## config.mk

```make
export PLATFORM = sky130hd
export DESIGN_NAME = pc_sequencer
export DESIGN_NICKNAME = d
export VERILOG_FILES = /design/src/rtl/pc_sequencer.sv
export SDC_FILE = /design/constraint.sdc
export NUM_CORES = 1
export LEC_CHECK = 0
export CORE_UTILIZATION = 45
export DETAILED_ROUTE_END_ITERATION = 16
export GPL_ROUTABILITY_DRIVEN = 0
export PLACE_DENSITY = 0.74
export RECOVER_POWER = 25
export SLEW_MARGIN = 10
export SYNTH_ARGS = -nofsm -noshare
export SYNTH_HDL_FRONTEND = slang
export SYNTH_SLANG_ARGS = --single-unit
```

## constraint.sdc

```tcl
create_clock -name clk -period 11.5 [get_ports clk]
set_clock_uncertainty 0.05 [all_clocks]
set_input_delay 2.3 -clock clk [delete_from_list [all_inputs] [get_ports clk]]
set_output_delay 2.3 -clock clk [all_outputs]
set_load 0.005 [all_outputs]
```

## src/rtl/pc_sequencer.sv

```systemverilog
// MIPS-I program-counter sequencer: owns the FETCH/EXEC phase, resolves branches and
// jumps from register operands, and handles delay slot, link, halt and misaligned targets.
module pc_sequencer #(
    parameter int unsigned ADDR_W       = 32,
    parameter logic [31:0] RESET_VECTOR = 32'hBFC00000,
    parameter logic [31:0] HALT_ADDR    = 32'h00000000,
    parameter bit          DELAY_SLOT   = 1'b1
) (
    input  logic              clk,
    input  logic              reset,
    input  logic              stall,
    input  logic [31:0]       instruction_word,
    input  logic [31:0]       read_data_0,
    input  logic [31:0]       read_data_1,
    output logic              state,
    output logic [ADDR_W-1:0] addr,
    output logic [ADDR_W-1:0] link_addr,
    output logic              link_en,
    output logic [4:0]        link_reg,
    output logic              finish,
    output logic              addr_err
);

    localparam logic [ADDR_W-1:0] RESET_PC = RESET_VECTOR[ADDR_W-1:0];
    localparam logic [ADDR_W-1:0] HALT_PC  = HALT_ADDR[ADDR_W-1:0];
    localparam logic [ADDR_W-1:0] PC_EIGHT = ADDR_W'(8);

    typedef enum logic [1:0] {
        PH_FETCH = 2'd0,
        PH_EXEC  = 2'd1,
        PH_HALT  = 2'd2
    } phase_e;

    phase_e            phase_q, phase_d;
    logic [ADDR_W-1:0] addr_q, addr_d;
    logic [ADDR_W-1:0] target_q, target_d;
    logic              pending_q, pending_d;
    logic              finish_q, finish_d;
    logic              addr_err_q, addr_err_d;

    logic [5:0]        op;
    logic [5:0]        funct;
    logic [4:0]        rt_sel;
    logic              is_branch;
    logic              branch_cond;
    logic              is_jump;
    logic              is_jreg;
    logic              link_req;
    logic [4:0]        link_dst;
    logic              rs_neg;
    logic              rs_zero;

    logic [31:0]       addr_ext;
    logic [31:0]       pc4_ext;
    logic [31:0]       branch_off;
    logic [31:0]       target_ext;
    logic [ADDR_W-1:0] pc_plus4;
    logic [ADDR_W-1:0] xfer_target;
    logic              xfer_taken;
    logic              misaligned;

    assign op      = instruction_word[31:26];
    assign funct   = instruction_word[5:0];
    assign rt_sel  = instruction_word[20:16];
    assign rs_neg  = read_data_0[31];
    assign rs_zero = (read_data_0 == 32'd0);

    always_comb begin
        is_branch   = 1'b0;
        branch_cond = 1'b0;
        is_jump     = 1'b0;
        is_jreg     = 1'b0;
        link_req    = 1'b0;
        link_dst    = 5'd31;
        case (op)
            6'h04: begin
                is_branch   = 1'b1;
                branch_cond = (read_data_0 == read_data_1);
            end
            6'h05: begin
                is_branch   = 1'b1;
                branch_cond = (read_data_0 != read_data_1);
            end
            6'h06: begin
                is_branch   = 1'b1;
                branch_cond = rs_neg || rs_zero;
            end
            6'h07: begin
                is_branch   = 1'b1;
                branch_cond = !rs_neg && !rs_zero;
            end
            6'h01: begin
                // The AL variants link regardless of the branch outcome.
                case (rt_sel)
                    5'h00: begin
                        is_branch   = 1'b1;
                        branch_cond = rs_neg;
                    end
                    5'h01: begin
                        is_branch   = 1'b1;
                        branch_cond = !rs_neg;
                    end
                    5'h10: begin
                        is_branch   = 1'b1;
                        branch_cond = rs_neg;
                        link_req    = 1'b1;
                    end
                    5'h11: begin
                        is_branch   = 1'b1;
                        branch_cond = !rs_neg;
                        link_req    = 1'b1;
                    end
                    default: ;
                endcase
            end
            6'h02: is_jump = 1'b1;
            6'h03: begin
                is_jump  = 1'b1;
                link_req = 1'b1;
            end
            6'h00: begin
                if (funct == 6'h08) begin
                    is_jreg = 1'b1;
                end else if (funct == 6'h09) begin
                    is_jreg  = 1'b1;
                    link_req = 1'b1;
                    link_dst = instruction_word[15:11];
                end
            end
            default: ;
        endcase
    end

    // Targets are formed at 32 bits from the zero-extended PC, then truncated.
    always_comb begin
        addr_ext               = 32'd0;
        addr_ext[ADDR_W-1:0]   = addr_q;
    end

    assign pc4_ext    = addr_ext + 32'd4;
    assign branch_off = {{14{instruction_word[15]}}, instruction_word[15:0], 2'b00};

    always_comb begin
        if (is_jreg) begin
            target_ext = read_data_0;
        end else if (is_jump) begin
            target_ext = {pc4_ext[31:28], instruction_word[25:0], 2'b00};
        end else begin
            target_ext = pc4_ext + branch_off;
        end
    end

    assign pc_plus4    = pc4_ext[ADDR_W-1:0];
    assign xfer_target = target_ext[ADDR_W-1:0];
    assign xfer_taken  = !pending_q && (is_jump || is_jreg || (is_branch && branch_cond));
    assign misaligned  = !pending_q && is_jreg && (read_data_0[1:0] != 2'b00);

    always_comb begin
        phase_d    = phase_q;
        addr_d     = addr_q;
        target_d   = target_q;
        pending_d  = pending_q;
        finish_d   = finish_q;
        addr_err_d = addr_err_q;
        case (phase_q)
            PH_FETCH: begin
                if (!stall) begin
                    phase_d = PH_EXEC;
                end
            end
            PH_EXEC: begin
                if (!stall) begin
                    phase_d = PH_FETCH;
                    if (pending_q) begin
                        addr_d    = target_q;
                        pending_d = 1'b0;
                        if (target_q == HALT_PC) begin
                            phase_d  = PH_HALT;
                            finish_d = 1'b1;
                        end
                    end else if (misaligned) begin
                        addr_d     = pc_plus4;
                        addr_err_d = 1'b1;
                        phase_d    = PH_HALT;
                    end else if (xfer_taken && DELAY_SLOT) begin
                        addr_d    = pc_plus4;
                        target_d  = xfer_target;
                        pending_d = 1'b1;
                    end else if (xfer_taken) begin
                        addr_d = xfer_target;
                        if (xfer_target == HALT_PC) begin
                            phase_d  = PH_HALT;
                            finish_d = 1'b1;
                        end
                    end else begin
                        addr_d = pc_plus4;
                    end
                end
            end
            default: ;
        endcase
    end

    always_ff @(posedge clk or posedge reset) begin
        if (reset) begin
            phase_q    <= PH_FETCH;
            addr_q     <= RESET_PC;
            target_q   <= '0;
            pending_q  <= 1'b0;
            finish_q   <= 1'b0;
            addr_err_q <= 1'b0;
        end else begin
            phase_q    <= phase_d;
            addr_q     <= addr_d;
            target_q   <= target_d;
            pending_q  <= pending_d;
            finish_q   <= finish_d;
            addr_err_q <= addr_err_d;
        end
    end

    // A delay-slot instruction is treated as a non-branch, so it never links.
    assign state     = (phase_q == PH_EXEC);
    assign addr      = addr_q;
    assign link_addr = addr_q + PC_EIGHT;
    assign link_en   = (phase_q == PH_EXEC) && !pending_q && link_req;
    assign link_reg  = link_en ? link_dst : 5'd0;
    assign finish    = finish_q;
    assign addr_err  = addr_err_q;

endmodule

```

==> summary.md <==
| Metric | Value |
|---|---|
| Period utilisation layout | `68.69%` |
| CTS tree | `done` |
| Net Count, Synth | `1,014` |
| Max_cap viols | `1` |
| Total GRT Usage | `30.23%` |
| Clock Tree Root | `clkbuf_16` |
| Minimum clock period | `7.899 ns` |
| Cell Pwr Density | `177.3 nW/um^2` |
| Setup TNS | `0 ns` |
| Clock Path Buffers | `2` |
| Highest Clock Rate | `0.1266 GHz` |
| DPL Wire Length | `18.17 mm` |
| Clk sink count | `69` |
| Post-Synthesis Cell Area | `6778 sq um` |
| Avg Synthesized Cell Area | `7.728 sq um` |
| Slowest CP cell | `nor4b_1` |
| Routed WL | `23.37 mm` |
| RSZ-0062 raised after global routing | `false` |
| # setup viols final | `0` |
| CP Cell Sequence | `clkdlybuf4s50_1 -> nor4b_1 -> nand2_1 -> nor3_2 -> nand2_1 -> a21oi_1 -> o21a_1 -> clkdlybuf4s50_1` |
| Share of the yosys chip area belonging to registers | `25.64%` |
| Post-cts sizing count | `0` |
| Final hold viol count | `0` |
| Distinct cells, synth | `65` |
| Post-DRT Antenna Nets | `0` |
| Initial Util | `46.46%` |
| Clock transition at path regs | `0.06 ns` |
| Vias/cell | `6.099` |
| Crit end category | `primary output` |
| Routed len/inst | `19.51 microns` |
| Die area | `15,560 sq um` |
| Post-Synthesis Cells | `877` |
| Die X-Extent | `124.7 microns` |
| Initial DRC Count | `770` |
| Share of the synthesized area in the top cell type | `22.15%` |
| Top cells by area, synth | `dfrtp_1 22%, xnor2_1 9.7%, ha_1 6.8%` |
| H-tree depth | `3` |
| I/O pin cnt | `172` |
| Failing checks | `capacitance limit, slew limit` |
| CP required | `9.15 ns` |
| Initial antenna violation count | `0` |
| Worst r2r src | `addr[4]` |
| Number of synthesized flops with an enable pin | `0` |
| Main synth FF type | `dfrtp_1` |
| Crit Path Class | `in -> out` |
| Fin. max-slew vios | `70` |
| Wire length of the first global-routing pass | `36.70 mm` |
| WP data arrival | `5.55 ns` |
| Ant. Diodes | `0` |
| Status | `finished with violations` |
| Type of element launching the critical path | `input pin` |
| Layout cells sized above 1 | `4.734%` |
| Commonest cells post-synth | `101 x nand2_1, 75 x xnor2_1, 73 x o21ai_0` |
| Hold Path Class | `reg -> reg` |
| Total CTS buffers | `9` |
| Nets | `1,146` |
| Hold path start | `phase_q[0]` |
| Die H | `124.7 microns` |
| Asr flop ratio synth | `100.0%` |
| Synth warnings | `0` |
| Worst-path fanout max | `6` |
| Area Overhead vs Synth | `30.29%` |
| FP Rows | `44` |
| Skew-Pair Late Insertion Delay | `0.34 ns` |
| Number of global-route vias before repair | `6,688` |
| Core Region | `14,590 sq um` |
| Slew @ Worst Pin | `3.868 ns` |
| Hold WS | `0.4183 ns` |
| DRC violations left | `0` |
| VDD IR-drop max | `0.07805 mV` |
| Postcts setup bufs | `0` |
| DRT Pass-1 Iters | `5` |
| Routed vias | `7,307` |
| Most common cell in the netlist | `nand2_1` |
| Worst slew margin | `-157.9%` |
| Slowest stage delay, CP | `0.74 ns` |
| Total power | `1.566 mW` |
| Static leakage | `3.576 nW` |
| Largest net degree at the start of global routing | `70` |
| Crit. Startpoint | `instruction_word[5]` |
| Input/output buffers | `171` |
| Most area-hungry cell type in the Yosys netlist | `dfrtp_1` |
| Post-Route Utilization | `60.53%` |
| Total grt overflow | `0` |
| Hold Buf Count CTS | `0` |
| Seq cells post-synth | `69` |
cell families after synthesis:
family	synth area share, %
simple gates	22.39
flops	25.64
fa+ha+maj	7.126
xor+xnor	13.96
mux	3.009
buf+inv	4.744
compound gates	23.13
placed cells by master (no fill, tap or decap), types with 6 or more instances in the layout:
cell / n
o211ai_1: 22
and3_1: 6
xnor2_1: 75
xor2_1: 33
dfrtp_1: 60
nand2b_1: 7
a211oi_1: 16
dfstp_2: 9
a21oi_1: 55
a22oi_1: 10
nor3_1: 25
nand4_1: 28
buf_4: 10
a31oi_1: 8
o21bai_1: 6
mux2i_1: 17
nor4_1: 21
clkdlybuf4s50_1: 169
a21o_1: 19
clkbuf_16: 9
nand3_1: 30
o22ai_1: 7
o21a_1: 7
nand2_1: 101
ha_1: 37
inv_1: 15
o21ai_0: 73
nor2_1: 63
state kept, by name, indices dropped and copies added (netlist names):
register / flops
addr: 32
addr_err: 1
finish: 1
pending_q: 1
phase_q: 2
target_q: 32
critical path: cells and delay by family:
kind	cells	cell delay, ns
and+or+nand+nor	4	1.37
buffers and inverters	2	0.96
AOI/OAI and AO/OA	2	0.90
final cells by class:
class / instances / area, sq um
Clock buffer: 10 / 229.0
Clock inverter: 6 / 47.55
Sequential cell: 69 / 1738
Fill cell: 1335 / 5758
Tap cell: 184 / 230.2
Multi-Input combinational cell: 731 / 4736
Timing Repair Buffer: 182 / 1790
Inverter: 16 / 60.06
metal layers:
layer	global-route usage, %	vias to the layer above	routed length (microns)
met5	0	-	0
met4	9.922	0	591
met3	5.284	38	2384
met2	47.06	425	10310
met1	42.19	3401	10090
li1	-	3443	-
stage by stage:
stage | std cells | worst slack (ns) | instance area, sq um
2_1_floorplan | 877 | 5.143 | 6778
3_3_place_gp | 1182 | 3.635 | 8558
3_5_place_dp | 1182 | 3.616 | 8558
4_1_cts | 1198 | 3.593 | 8835
5_1_grt | 1198 | 3.476 | 8831
6_report | 1198 | 3.601 | 8831
where the power goes:
part           switching (mW)  internal [mW]
Clock                   0.114          0.148
Combinational           0.407          0.415
Sequential              0.145          0.337
worst paths after layout:
check,depth (start not counted),endpoint,slack [ns]
setup / recovery,8,link_reg[3],3.60
min in group asynchronous,3,addr[10],3.86
hold reg to reg,1,phase_q[0],0.42
max in group asynchronous,3,target_q[26],5.37
hold / removal,1,phase_q[0],0.42
setup reg to reg,16,target_q[29],6.43
(Power assumes the default switching activity.)
